--- src/rtl/write_phase.sv ---
// Write-back stage: merges retiring results into the architectural register file,
// tracks per-register outstanding writes and counts retired micro-instructions.
package write_phase_pkg;
    localparam int REG_N = 17;
    localparam int RAX   = 0;
    localparam int RCX   = 1;
    localparam int RDX   = 2;
    localparam int RBX   = 3;
    localparam int RSP   = 4;
    localparam int EFL   = 16;

    typedef logic [63:0] reg_t;

    typedef enum logic [1:0] {
        BMD_64 = 2'd0,
        BMD_08 = 2'd1,
        BMD_16 = 2'd2,
        BMD_32 = 2'd3
    } bmd_t;

    typedef enum logic [3:0] {
        MIOP_NOP = 4'd0,
        MIOP_ALU = 4'd1,
        MIOP_LD  = 4'd2,
        MIOP_ST  = 4'd3,
        MIOP_BR  = 4'd4
    } miop_t;

    typedef struct packed {
        miop_t op;
        bmd_t  bmd;
    } miinst_t;

    typedef struct packed {
        miinst_t miinst;
        reg_t    d;
    } ew_reg_t;
endpackage

module write_phase
    import write_phase_pkg::*;
#(
    parameter int          POST_DEC_LD = 4,
    parameter logic [63:0] STACK_INIT  = 64'h0000_0000_000f_fff0
) (
    input  logic        clk,
    input  logic        rst,
    input  ew_reg_t     ew_reg,
    input  logic        wb_en,
    input  logic [3:0]  wb_dst,
    input  logic        eflags_update,
    input  logic [63:0] eflags,
    input  logic        iss_en,
    input  logic [3:0]  iss_dst,
    output reg_t        gpr [REG_N],
    output logic [15:0] pending,
    output logic [63:0] retired,
    output logic        err_pend
);
    localparam int             CW      = $clog2(POST_DEC_LD + 1);
    localparam logic [CW-1:0]  CNT_MAX = CW'(POST_DEC_LD);

    logic [CW-1:0] cnt [16];
    logic [15:0]   inc;
    logic [15:0]   dec;
    logic [4:0]    wb_idx;
    reg_t          wb_val;

    assign wb_idx = {1'b0, wb_dst};

    always_comb begin
        wb_val = ew_reg.d;
        case (ew_reg.miinst.bmd)
            BMD_08:  wb_val = {gpr[wb_idx][63:8], ew_reg.d[7:0]};
            BMD_32:  wb_val = {32'h0, ew_reg.d[31:0]};
            default: wb_val = ew_reg.d;
        endcase
    end

    always_comb begin
        inc     = '0;
        dec     = '0;
        pending = '0;
        for (int unsigned r = 0; r < 16; r++) begin
            inc[r]     = iss_en && (iss_dst == 4'(r));
            dec[r]     = wb_en && (wb_dst == 4'(r));
            pending[r] = (cnt[r] != '0);
        end
    end

    always_ff @(posedge clk) begin
        if (rst) begin
            for (int unsigned i = 0; i < REG_N; i++) gpr[i] <= '0;
            gpr[RSP] <= STACK_INIT;
            gpr[EFL] <= 64'h2;
            for (int unsigned r = 0; r < 16; r++) cnt[r] <= '0;
            err_pend <= 1'b0;
            retired  <= '0;
        end else begin
            if (wb_en) gpr[wb_idx] <= wb_val;
            // Placed after the GPR write so the flag update wins if both ever hit EFL.
            if (eflags_update) gpr[EFL] <= eflags;

            for (int unsigned r = 0; r < 16; r++) begin
                if (inc[r] && !dec[r]) begin
                    if (cnt[r] == CNT_MAX) err_pend <= 1'b1;
                    else                   cnt[r] <= cnt[r] + 1'b1;
                end else if (dec[r] && !inc[r]) begin
                    if (cnt[r] == '0) err_pend <= 1'b1;
                    else              cnt[r] <= cnt[r] - 1'b1;
                end
            end

            if (ew_reg.miinst.op != MIOP_NOP) retired <= retired + 64'd1;
        end
    end
endmodule
--- config.mk ---
export PLATFORM = sky130hd
export DESIGN_NAME = write_phase
export DESIGN_NICKNAME = d
export VERILOG_FILES = /design/src/rtl/write_phase.sv
export SDC_FILE = /design/constraint.sdc
export NUM_CORES = 2
export LEC_CHECK = 0
export BUFFER_PORTS_ARGS = -buffer_cell sky130_fd_sc_hd__buf_4
export CAP_MARGIN = 20
export CORE_AREA = 2 2 516 518
export CTS_CLUSTER_DIAMETER = 80
export DETAILED_ROUTE_END_ITERATION = 7
export DIE_AREA = 0 0 518 520
export HOLD_SLACK_MARGIN = 0.1
export PLACE_DENSITY_LB_ADDON = 0.08
export SLEW_MARGIN = 20
export SYNTH_ARGS = -nofsm -noshare
export SYNTH_HDL_FRONTEND = slang
export SYNTH_SLANG_ARGS = --single-unit
--- constraint.sdc ---
create_clock -name clk -period 7.75 [get_ports clk]
set_input_delay 0 -clock clk [delete_from_list [all_inputs] [get_ports clk]]
set_output_delay 0 -clock clk [all_outputs]
set_load 0.02 [all_outputs]
# Word-level counts from Yosys, hierarchy flattened
# Memory sizes are Yosys's and may differ from the RTL's.
# Cells that the tools add are included.
# totals
register_bits,1153
mem_bits_rw,48
in_bits,147
out_inout_bits,1169
word_cells,526
mem_count,1
# memory_table
name,depth,width,read_ports,rd_clocked_by_memory_dff,wr,line,rtl
cnt,16,3,16,0,16,63,logic [CW-1:0] cnt [16];
# op_classes
addsub,33
n_lt_le_gt_ge,2
n_eq_ne,48
mux,257
bitwise_logic,33
reduce_logical,133
# op_table
operator,n
$bwmux W1088,1
$bmux W64 S5,1
$demux W64 S5,1
$mux W64,5
$mux W1,216
$pmux W64 S2,1
$mux W3,32
$logic_and A1 B1 Y1,65
$add A64 B1 Y64 const B,1
$eq A4 B4 Y1 const B,16
$add A3 B1 Y3 const B,16
$eq A3 B3 Y1 const B,16
$logic_not A3 Y1,16
$reduce_bool A3 Y1,16
$sub A3 B1 Y3 const B,16
$eq A4 B3 Y1 const B,8
$logic_not A1 Y1,32
$or A1 B1 Y1,32
$eq A4 B2 Y1 const B,4
$eq A4 B1 Y1 const B,2
$logic_not A4 Y1,2
$ge A6 B6 Y1 const B,1
$lt A6 B1 Y1 const B,1
$not A4 Y6,1
4 further kinds,4

# Logic depth before layout (Yosys ltp)
# depth
depth_word,57
depth_mapped,14
depth_no_buf,9

# Worst setup path after synthesis
# OpenSTA, ideal clock, no wires.
# synth_timing
kind,input to register
start,input wb_dst[0]
end,"memory cnt[0][14] in the netlist's numbering, data pin"
setup_time_ns,0.266
arrival_ns,2.578
t_required_ns,7.484
setup_slack_ns,4.906
cell_stages,14
path_buffers,6
path_cell_list,buf_6 buf_6 buf_6 buf_4 or3b_4 nor2_2 buf_2 buf_1 nand4b_1 fa_1 o21ai_0 o22ai_1 o21ai_0 nor2_1
# synth_rtl
item,line,rtl
from (decl),50,"input logic [3:0] wb_dst,"
to (decl),63,

==> qor.yml <==
yosys:
  yosys_most_used_dff: "dfxtp_1"
  syn_area_per_cell_um2: 9.99
  yosys_warnings: 0
  syn-cell-area_mm2: 0.0510
  ys_ff_latch: 1201
  yosys-top-cells-area: "dfxtp_1, a211oi_1, mux4_2"
  yosysTopAreaCellShare: 0.453
  synth_edf_count: 48
  yosys.area.top_type: "dfxtp_1"
  synth_async_sr_flop_share: 0
  ys_types: 64
  synth-seq-area-share: 0.481
  synth_nets: 5270
  synthCells: 5104
setup_path:
  r2r_cells: 9
  critPathSlowestCell: "dlygate4sd3_1"
  slowest_delay_ns: 0.59
  critical_path_buf_inv_count: 2
  crit_family: "simple AND/OR/NAND/NOR gates"
  critPathKind: "primary input to flip-flop"
  crit_required_ns: 8.29
  cpMostUsedCell: "o21ai_0"
  path_cells: "dlygate4sd3_1 > buf_4 > and3b_1 > and2_4 > o21ai_0 > or3b_2 > fa_1 > o21ai_0 > o22ai_1 > o21ai_0 > nor2_1"
  worstPathArrival_ns: 3.67
  r2r-start: "retired[0]$_SDFFE_PP0P_"
  cp-startpoint: "wb_en"
  end_kind: "flip-flop"
  crit_path_start_kind: "primary input"
  worstPathMaxFanout: 26
  r2r-end: "retired[56]$_SDFFE_PP0P_"
  reg2reg_setup_slack_ns: 4.84
grt:
  grt_max_degree: 191
  grt_overflow: 0
  grt_pass1_wl_um: 405000
  first_global_vias: 45088
  antenna_found_initial: 17
  grtUsageTotal: 0.213
routing:
  met1_length_um: 115000
  antenna_left: 0
  drtPass1Iterations: 5
  dr_wl_met3_um: 25100
  top_layer: "met5"
  via_per_inst: 4.51
  wl_per_cell_um: 29.4
  drc: 0
  drt-initial-drc-count: 2542
  vias: 45561
  wirelength_um: 297000
  dr_wl_met2_um: 148000
cells_and_area:
  num-fill-cells: 28040
  postLayoutCoreUtil: 0.274
  regArea_mm2: 0.0245
  layoutNonFillerInstCount: 10110
  layout-drive-gt1-share: 0.305
  final_nets: 6609
  multi_input_area_mm2: 0.0239
  area_growth_pct: 41.7
  final_cell_area_mm2: 0.0722
pwr:
  vdd.ir_drop.worst_mv: 0.200
  power_leakage_nw: 26.5
  powerDensity_mw_per_mm2: 220
  power_mw: 15.9
sta:
  drv_slew: 0
  finalCritPeriodShare: 0.403
  fin_worst_skew_ns: 0.0568
  rsz0062_at_grt: "false"
  setup_tns_ns: 0
  fin_crit_ns: 3.12
  hold_viol: 0
  worst_slew_pin_slew_ns: 1.24
  fmax_mhz: 320
  whs_ns: 0.159
  maxSlewHeadroom: 0.175
  finalSetupViolations: 0
  finalWorstSetupSlack_ns: 4.63
floorplanning:
  die_area_mm2: 0.269
  start_util: 0.193
  core-area_mm2: 0.264
  fp.dieH_um: 520
  rows: 189
  fp.dieW_um: 518
  ioPinCount: 1316
flow_run:
  drv_cap: 0
place:
  gp_congestion: 0.839
  io_buffers: 1315
  place_hpwl_um: 211000
  post-place-cells: 9503
  post-place-ws_ns: 3.78
  dpl_cell_area_mm2: 0.0637
cts:
  clock_path_buffers: 3
  cts_buffers: 163
  cts_tree: "built"
  path_clk_slew_ns: 0.06
  clock_sinks: 1201
  cts_max_level: 4
  cts_repair_resize_count: 0
  cts_root_buf: "clkbuf_16"
  clk_latency_ns: 0.83
worst_hold_path:
  worstHoldStart: "wb_dst[3]"
  min_to: "cnt[0][2]$_SDFFCE_PN0P_"
  worstHoldPathCells: 6
  holdCritPathClass: "primary input to flip-flop"
status:
  status: "finished clean"
-- state kept, by name (all words and copies together) (netlist names) --
signal / cells
retired: 64
gpr: 1088
err_pend: 1
cnt: 48
-- layout by cell type (no fill, tap or decap), types with 38 or more instances in the layout --
master,n
mux4_2,268
clkbuf_1,42
nor2_1,1081
dlygate4sd3_1,308
or3_1,38
a21oi_1,172
buf_4,1379
xor2_1,38
a211oi_1,886
edfxtp_1,48
nand2_1,328
clkbuf_16,164
mux2i_1,66
dfxtp_1,1153
inv_1,44
clkbuf_8,44
-- report_power, final --
part,switching (mW),internal (mW),total [mW]
combinational,1.04,0.627,1.67
clock,3.18,4.49,7.67
sequential,0.149,6.37,6.52
total,4.37,11.5,15.9
-- worst register-to-register path: stages, from the launching register on --
cell	delay (ns)
dfxtp_1	0.41
ha_1	0.18
o41a_1	0.15
dlygate4sd3_1	0.62
nand4_1	0.23
nor3_2	0.22
buf_4	0.29
nand3_1	0.20
or3_1	0.38
a21oi_1	0.14
-- cell type report --
class,instances,area share
Multi-Input combinational cell,3329,0.332
Tap cell,3533,0.0612
Clock buffer,250,0.0674
Timing Repair Buffer,1703,0.190
Antenna cell,12,0.000416
Inverter,45,0.00237
Clock inverter,37,0.00771
Sequential cell,1201,0.339
-- routing by layer --
layer | vias to the layer above | GRT usage
met5 | - | 0
met4 | 4 | 0.0638
met3 | 300 | 0.0797
met2 | 1423 | 0.373
met1 | 22565 | 0.239
li1 | 21269 | -
-- cell families (layout without fill, tap and decap cells) --
group / count (synthesis) / in the layout / share of synthesized area
compound gates: 1211 / 1211 / 0.174
other cells: 0 / 12 / 0
buf+inv: 574 / 2035 / 0.0518
flops: 1201 / 1201 / 0.481
fa+ha+maj: 19 / 19 / 0.00687
xor+xnor: 69 / 69 / 0.0119
mux: 346 / 346 / 0.137
simple gates: 1684 / 1684 / 0.138
-- worst max path at each step --
stage,cells past startpoint,slack [ns],endpoint
floorplan,14,4.91,cnt[0][14]$_SDFFCE_PN0P_
detailed placement,10,3.78,cnt[0][8]$_SDFFCE_PN0P_
global route,8,4.42,cnt[0][12]$_SDFFCE_PN0P_
CTS,11,4.63,cnt[0][8]$_SDFFCE_PN0P_
global placement,10,3.76,cnt[0][8]$_SDFFCE_PN0P_
finish,11,4.63,cnt[0][8]$_SDFFCE_PN0P_
-- synthesized netlist by cell type, types with 25 or more instances --
cell      number
nor2b_1       38
edfxtp_1      48
buf_2        149
nand2_1      328
a21oi_4       25
or3_1         38
clkbuf_1     308
dfxtp_1     1153
a21oi_1      172
nor2_1      1086
inv_1         45
nand3_1       36
nand4_1       29
o21ai_0       33
xor2_1        38
xnor2_1       31
mux2i_1       66
buf_4         32
a211oi_1     886
a22oi_1       27
mux4_2       268
nor3_1        26
-- what timing repair did --
| item | 4_1_cts | 5_1_grt |
|---|---|---|
| hold buffers | 308 | 0 |
| endpoints found under the setup margin | 0 | 0 |
| setup buffers | 0 | 0 |
| endpoints found under the hold margin | 1164 | 0 |
Power figures use the tool's default switching activity.
